===== config.mk =====
export PLATFORM = sky130hd
export DESIGN_NAME = uart_tx_param
export DESIGN_NICKNAME = d
export VERILOG_FILES = /design/src/rtl/uart_pkg.sv /design/src/rtl/uart_baud_gen.sv /design/src/rtl/uart_tx_param.sv
export SDC_FILE = /design/constraint.sdc
export NUM_CORES = 1
export LEC_CHECK = 0
export BUFFER_PORTS_ARGS = -buffer_cell sky130_fd_sc_hd__buf_2
export CAP_MARGIN = 20
export CORE_ASPECT_RATIO = 1.75
export CORE_MARGIN = 5
export CORE_UTILIZATION = 40
export CTS_BUF_LIST = sky130_fd_sc_hd__clkbuf_2
export DETAILED_ROUTE_END_ITERATION = 10
export GPL_ROUTABILITY_DRIVEN = 0
export PLACE_DENSITY_LB_ADDON = 0.12
export SLEW_MARGIN = 0
export SYNTH_ARGS = -nofsm -noshare
export SYNTH_HDL_FRONTEND = slang
export SYNTH_SLANG_ARGS = --single-unit

===== constraint.sdc =====
create_clock -name clk -period 2.6 [get_ports clk]
set_input_delay 0.39 -clock clk [delete_from_list [all_inputs] [get_ports clk]]
set_output_delay 0.39 -clock clk [all_outputs]
set_load 0.005 [all_outputs]

===== src/rtl/uart_pkg.sv =====
// rtl/uart_pkg.sv - shared parity codes, FSM encoding and frame-length helper for the UART TX
package uart_pkg;

  localparam int PAR_NONE = 0;
  localparam int PAR_ODD  = 1;
  localparam int PAR_EVEN = 2;

  // The S_ prefix keeps the state names clear of the PARITY parameter.
  typedef enum logic [2:0] {
    S_IDLE   = 3'd0,
    S_START  = 3'd1,
    S_DATA   = 3'd2,
    S_PARITY = 3'd3,
    S_STOP   = 3'd4
  } tx_state_t;

  function automatic int frame_len(input int clks_per_bit, input int data_bits,
                                   input int parity, input int stop_bits);
    return clks_per_bit * (1 + data_bits + ((parity != PAR_NONE) ? 1 : 0) + stop_bits);
  endfunction

endpackage


===== src/rtl/uart_baud_gen.sv =====
// rtl/uart_baud_gen.sv - bit-period divider; pulses tick on the last clock of each serial bit
module uart_baud_gen #(
  parameter int CLKS_PER_BIT = 16
) (
  input  logic clk,
  input  logic reset,
  input  logic run,
  output logic tick
);

  localparam int CW = (CLKS_PER_BIT > 1) ? $clog2(CLKS_PER_BIT + 1) : 1;
  localparam logic [CW-1:0] LAST = CW'(CLKS_PER_BIT - 1);

  logic [CW-1:0] cnt;

  // Held at zero while idle so every bit period starts cleanly on the accept edge.
  always_ff @(posedge clk or negedge reset) begin
    if (!reset) begin
      cnt <= '0;
    end else if (!run || cnt == LAST) begin
      cnt <= '0;
    end else begin
      cnt <= cnt + 1'b1;
    end
  end

  assign tick = run && (cnt == LAST);

endmodule


===== src/rtl/uart_tx_param.sv =====
// rtl/uart_tx_param.sv - parametrised UART transmitter: start, LSB-first data, optional parity, 1/2 stop bits
module uart_tx_param
  import uart_pkg::*;
#(
  parameter int CLKS_PER_BIT = 16,
  parameter int DATA_BITS    = 8,
  parameter int PARITY       = 0,
  parameter int STOP_BITS    = 1
) (
  input  logic                 clk,
  input  logic                 reset,
  input  logic [DATA_BITS-1:0] tx_data,
  input  logic                 tx_valid,
  output logic                 tx_ready,
  output logic                 tx,
  output logic                 busy
);

  if (CLKS_PER_BIT < 1) begin : g_bad_cpb
    $error("uart_tx_param: CLKS_PER_BIT must be >= 1");
  end
  if (DATA_BITS < 5 || DATA_BITS > 9) begin : g_bad_db
    $error("uart_tx_param: DATA_BITS must be 5..9");
  end
  if (PARITY < PAR_NONE || PARITY > PAR_EVEN) begin : g_bad_par
    $error("uart_tx_param: PARITY must be 0, 1 or 2");
  end
  if (STOP_BITS < 1 || STOP_BITS > 2) begin : g_bad_sb
    $error("uart_tx_param: STOP_BITS must be 1 or 2");
  end

  localparam int BW = $clog2(DATA_BITS + 1);
  localparam logic [BW-1:0] DATA_LAST = BW'(DATA_BITS - 1);
  localparam logic [BW-1:0] STOP_LAST = BW'(STOP_BITS - 1);

  tx_state_t            state;
  logic [DATA_BITS-1:0] shreg;
  logic [BW-1:0]        bit_idx;
  logic                 par_bit;
  logic                 tick;

  uart_baud_gen #(
    .CLKS_PER_BIT(CLKS_PER_BIT)
  ) u_baud (
    .clk   (clk),
    .reset (reset),
    .run   (state != S_IDLE),
    .tick  (tick)
  );

  assign tx_ready = (state == S_IDLE);

  // Parity is fixed at accept time from the latched word, so tx_data may change freely afterwards.
  always_ff @(posedge clk or negedge reset) begin
    if (!reset) begin
      state   <= S_IDLE;
      tx      <= 1'b1;
      busy    <= 1'b0;
      shreg   <= '0;
      bit_idx <= '0;
      par_bit <= 1'b0;
    end else begin
      case (state)
        S_IDLE: begin
          tx <= 1'b1;
          if (tx_valid) begin
            shreg   <= tx_data;
            par_bit <= (PARITY == PAR_ODD) ? ~^tx_data : ^tx_data;
            bit_idx <= '0;
            tx      <= 1'b0;
            busy    <= 1'b1;
            state   <= S_START;
          end
        end
        S_START: begin
          if (tick) begin
            tx    <= shreg[0];
            state <= S_DATA;
          end
        end
        S_DATA: begin
          if (tick) begin
            if (bit_idx == DATA_LAST) begin
              bit_idx <= '0;
              if (PARITY != PAR_NONE) begin
                tx    <= par_bit;
                state <= S_PARITY;
              end else begin
                tx    <= 1'b1;
                state <= S_STOP;
              end
            end else begin
              bit_idx <= bit_idx + 1'b1;
              shreg   <= shreg >> 1;
              tx      <= shreg[1];
            end
          end
        end
        S_PARITY: begin
          if (tick) begin
            tx    <= 1'b1;
            state <= S_STOP;
          end
        end
        S_STOP: begin
          if (tick) begin
            if (bit_idx == STOP_LAST) begin
              bit_idx <= '0;
              busy    <= 1'b0;
              state   <= S_IDLE;
            end else begin
              bit_idx <= bit_idx + 1'b1;
            end
          end
        end
        default: begin
          tx    <= 1'b1;
          busy  <= 1'b0;
          state <= S_IDLE;
        end
      endcase
    end
  end

endmodule


==> reports/metrics.yaml, run 1 <==
peakVddDrop_mv: 0.395
nets: 145
p_switching_mw: 0.380
critPathLaunchType: "register"
initial_core_util: 0.407
coreArea_mm2: 0.00286
critPathLaunch: "u_baud.cnt[0]"
grtUsageTotal: 0.132
slew_headroom: 0.670
worstMarginPinSlew_ns: 0.496
rows: 26
crit_type: "register to register"
r2r_end: "bit_idx[3]"
synth_warnings: 0
synth-edff-count: 0
diodes: 0
synthesis.nets: 129
p_clk_frac: 0.206
arrival_ns: 2.50
fp.dieH_um: 81.4
path_max_fanout: 8
cts-root-buf: "clkbuf_2"
cp.required_ns: 2.86
dr_total_vias: 903
finalHoldWorstSlack_ns: 0.249
p_per_area_mw_per_mm2: 904
tns_ns: 0
yosys-top-cells-area: "dfrtp_1, o221a_2, ha_1, nand2b_1, nor2_1"
ys_seq_elements: 22
fin_skew_ns: 0.0102
synth.avg_cell_area_um2: 10.2
stdcell_count: 157
p_sw_frac: 0.322
ys_types: 38
ios: 14
power.leakage_nw: 0.589
io_buffers: 13
drt-initial-drc-count: 20
maxCapViolations: 0
worst-r2r-setup-slack_ns: 0.36
wl_per_cell_um: 14.1
dpl-instance-area_mm2: 0.00125
h-tree-depth: 1
clk_pin_slew_ns: 0.23
worst_path_most_repeated_cell: "ha_1"
hpwl_mm: 1.69
totalWireLength_mm: 2.22
final_antenna_net_count: 0
end_kind: "register"
grt_pass1_vias: 958
intPower_mw: 0.800
drt-vias-per-instance: 5.75
fin_crit_sh: 0.861
drtPass1Iterations: 4
synth_top_cell_by_area: "dfrtp_1"
drcViolationCount: 0
dieArea_mm2: 0.00414
min_period_ns: 2.24
synth_top_area_share: 0.451
p_comb_frac: 0.314
clkSinkCount: 22
status: "complete, no violations"
gr-total-overflow: 0
tritoncts: "yes"
crit_chain: "ha_1 > and3_1 > ha_1 > mux2_2 > mux2i_1 > and4b_1 > a211o_1"
slew_viol_final: 0
synth_seq_area_share: 0.473
cpPeakStageDelay_ns: 0.45
cp_num_cells: 7
areaGrowthSynthToFinish_pct: 12.0
grt_pass1_wl_mm: 4.26
fmax_ghz: 0.447
rsz0062_at_grt: "no"
synth_area_mm2: 0.00117
finalHoldViolations: 0
crit_buf_inv: 0
power_frac_seq: 0.480
path_delay_family: "multiplexers"
clkLatencyLatePin_ns: 0.34
cts_buffers: 3
dp.cells: 152
drive_gt1_frac: 0.256
mostFrequentLayoutCells: "dfrtp_1, buf_2, nor2_1"
synth-main-ff-cell: "dfrtp_1"
die_w_um: 50.8
slowest_stage: "dfrtp_1"
grt_start_max_net_pins: 23
final_common_cell: "dfrtp_1"
design_area_mm2: 0.00131
critPathCapture: "bit_idx[3]"
finalSetupViolations: 0
synthArstFlopShare: 1.00
r2r_start: "u_baud.cnt[0]"
r2r_cells: 7
hold_class: "input pin to register"
clock_path_buffers: 2
antenna_found_initial: 0
synthCells: 114
cts_resized: 0
## kinds of logic after synthesis
| family | count (synthesis) | share of synthesized area |
|---|---|---|
| xor+xnor | 2 | 0.0150 |
| compound gates | 29 | 0.186 |
| simple gates | 42 | 0.217 |
| fa+ha+maj | 4 | 0.0429 |
| flops | 22 | 0.473 |
| buf+inv | 13 | 0.0483 |
| mux | 2 | 0.0182 |
## power groups by stage
stage | clock network [mW] | registers (mW) | logic, mW
after floorplan | 0 | 0.541 | 0.302
after global placement | 0 | 0.570 | 0.373
after detailed placement | 0 | 0.575 | 0.375
after CTS | 0.252 | 0.569 | 0.377
after global routing | 0.270 | 0.587 | 0.431
final | 0.243 | 0.567 | 0.371
## registers in the layout, summed over array words and instances (netlist names)
name        count
state           3
shreg           8
u_baud.cnt      5
bit_idx         4
busy            1
tx              1
## timing repair
action / in CTS / in global routing
hold endpoints to repair: 21 / 0
hold buffers: 1 / 0
buffers inserted: 0 / 0
## metal layers
metal  wire, um  share of wire  track usage  vias up
li1           -              -            -      435
met1        827           0.37        0.145      441
met2       1260           0.57        0.243       23
met3         93          0.042       0.0163        4
met4         41          0.018       0.0614        0
met5          0              0            0        -
## stage by stage
step	util	power, mW	setup slack [ns]
floorplan	-	0.842	0.521
global placement	0.437	0.942	0.408
detailed placement	0.437	0.950	0.376
CTS	0.456	1.20	0.343
global route	0.456	1.29	0.165
finish	0.456	1.18	0.361
## worst min-delay path by stage
stage,start,to,slack (ns),cells past startpoint
after global routing,tx_data[7],shreg[7],0.23,3
final,tx_data[7],shreg[7],0.25,3
after global placement,reset,bit_idx[2],0.38,1
after floorplan,reset,bit_idx[0],0.09,0
after detailed placement,reset,busy,0.39,1
after CTS,tx_data[7],shreg[7],0.22,3
## synth_stat cells, drive strengths merged, types with 2 or more instances
cell,n
or3b,2
o32ai,2
ha,4
nand3,3
nor2,10
a21o,2
a21oi,6
buf,2
clkbuf,2
inv,9
and3,3
o21ai,6
nand2b,9
dfrtp,21
o221a,7
nand2,6
o22ai,2
## worst reg2reg max path: stages, from the launching register on
cell and delay, ns:
dfrtp_1 0.45, ha_1 0.23, and3_1 0.19, ha_1 0.26
mux2_2 0.29, mux2i_1 0.30, and4b_1 0.25, a211o_1 0.22
## cell type report
type	instances	area, um^2
inverter	9	33.8
fill	274	1560
tap	28	35.0
clock buffer	3	15.0
clock inverter	1	30.0
sequential	22	552
multi-input combinational	79	558
timing repair buffer	15	82.6
No activity file was read; power rests on OpenSTA's default activity.
==> run 2, diff against run 1 <==
- CTS_CLUSTER_SIZE: not set -> 16
- clock period: 2.6 -> 2.78 ns (I/O delays scaled with it)
==> run 2 against run 1 <==
Compared with the run above: power is 15% lower; worst hold slack worse by 0.24 ns; cell count is 1.3% lower; global-route usage is 0.36 points lower; first-iteration DRC count is 60% higher; setup slack better by 0.18 ns; clock skew hardly changed; largest cell class unchanged; via count is 2.7% lower; routed wire length is 2.5% higher; clock power is 47% lower; design area is 3.4% lower; count of clock-buffer cells in the layout stayed put.
==> reports/metrics.yaml, run 2 (synthesized netlist as in run 1, its figures left out) <==
cp.required_ns: 3.03
status: "complete, no violations"
setup_ws_ns: 0.544
p_sw_frac: 0.353
largestRegisters: "shreg x8, u_baud.cnt x5, bit_idx x4"
dpl-instance-area_mm2: 0.00124
diodes: 0
cts_hold_buffers: 0
drive_gt1_frac: 0.244
cts_buffers: 3
hold_class: "input pin to asynchronous set/reset pin"
cts-root-buf: "clkbuf_2"
path_max_fanout: 8
drtPass1Iterations: 4
totalWireLength_mm: 2.28
drcViolationCount: 0
cts_resized: 0
p_per_area_mw_per_mm2: 790
slew_headroom: 0.669
pre_cts_slack_ns: 0.543
slew_viol_final: 0
drt-vias-per-instance: 5.67
dieArea_mm2: 0.00414
cts_setup_buffers: 0
power.leakage_nw: 0.567
mostFrequentLayoutCells: "dfrtp_1, buf_2, nor2_1"
clock_path_buffers: 2
final_antenna_net_count: 0
p_switching_mw: 0.352
clkSinkCount: 22
grt_pass1_wl_mm: 4.11
critPathLaunch: "u_baud.cnt[0]"
tritoncts: "yes"
grt_start_max_net_pins: 23
areaGrowthSynthToFinish_pct: 8.26
p_comb_frac: 0.322
p_clk_frac: 0.129
grt_pass1_vias: 919
io_buffers: 13
crit_type: "register to register"
nets: 143
ios: 14
fmax_ghz: 0.447
clk_pin_slew_ns: 0.21
dr_total_vias: 879
largest_reg_flops: 8
fp.dieH_um: 81.4
critPathLaunchType: "register"
worstMarginPinSlew_ns: 0.496
arrival_ns: 2.49
maxCapViolations: 0
finalSetupViolations: 0
min_period_ns: 2.24
drt-initial-drc-count: 32
design_area_mm2: 0.00126
intPower_mw: 0.646
final_util: 0.441
final_common_cell: "dfrtp_1"
top_register: "shreg"
gr-total-overflow: 0
end_kind: "register"
tns_ns: 0
fin_skew_ns: 0.0105
clkLatencyLatePin_ns: 0.33
initial_core_util: 0.407
h-tree-depth: 1
die_w_um: 50.8
r2r_start: "u_baud.cnt[0]"
grtUsageTotal: 0.128
coreArea_mm2: 0.00286
antenna_found_initial: 0
peakVddDrop_mv: 0.378
rows: 26
power_frac_seq: 0.549
fillers: 292
finalHoldViolations: 0
wl_per_cell_um: 14.7
fin_crit_sh: 0.804
stdcell_count: 155
dp.cells: 151
rsz0062_at_grt: "no"
hpwl_mm: 1.74
-- run 2: final cells by class --
class | count | area [um^2] | area share
clock buffers | 3 | 15.0 | 0.0119
clock inverters | 1 | 3.75 | 0.00297
inverters | 9 | 33.8 | 0.0268
repair buffers | 13 | 65.1 | 0.0515
well taps | 28 | 35.0 | 0.0278
flip-flops and latches | 22 | 552 | 0.437
multi-input cells | 79 | 558 | 0.442
-- run 2: worst max-delay path, cell delays in order (launching register included) --
cell,delay (ns)
dfrtp_1,0.44
ha_1,0.22
and3_1,0.19
ha_1,0.26
mux2_2,0.29
mux2i_1,0.31
and4b_1,0.25
a211o_1,0.22
-- run 2: per-stage QoR --
stage / hold WS [ns] / power (mW)
5_1_grt: 0.0109 / 1.09
3_5_place_dp: 0.420 / 0.882
3_3_place_gp: 0.411 / 0.873
2_1_floorplan: 0.121 / 0.788
4_1_cts: 0.0148 / 1.01
6_report: 0.00672 / 0.998
-- run 2: power groups by stage --
stage / logic, mW / registers (mW) / clock network, mW
5_1_grt: 0.369 / 0.569 / 0.153
2_1_floorplan: 0.282 / 0.506 / 0
4_1_cts: 0.329 / 0.548 / 0.136
3_5_place_dp: 0.328 / 0.554 / 0
6_report: 0.321 / 0.548 / 0.129
3_3_place_gp: 0.319 / 0.553 / 0
-- run 2: path summary, 6_finish.rpt --
| kind | to | slack [ns] | cells after the start |
|---|---|---|---|
| worst max register to register | bit_idx[3] | 0.54 | 7 |
| worst max-delay path | bit_idx[3] | 0.54 | 7 |
| worst min register to register | u_baud.cnt[0] | 0.47 | 1 |
| worst min-delay path | busy | 0.007 | 1 |
| min in group clk | shreg[7] | 0.28 | 3 |
| max in group asynchronous | tx | 2.42 | 1 |
-- run 2: routing by layer --
metal | track usage | vias to the layer above | part of all wire
met1 | 0.142 | 428 | 0.39
li1 | - | 436 | -
met4 | 0.0537 | 0 | 0.013
met2 | 0.236 | 11 | 0.57
met5 | 0 | - | 0
met3 | 0.0181 | 4 | 0.026
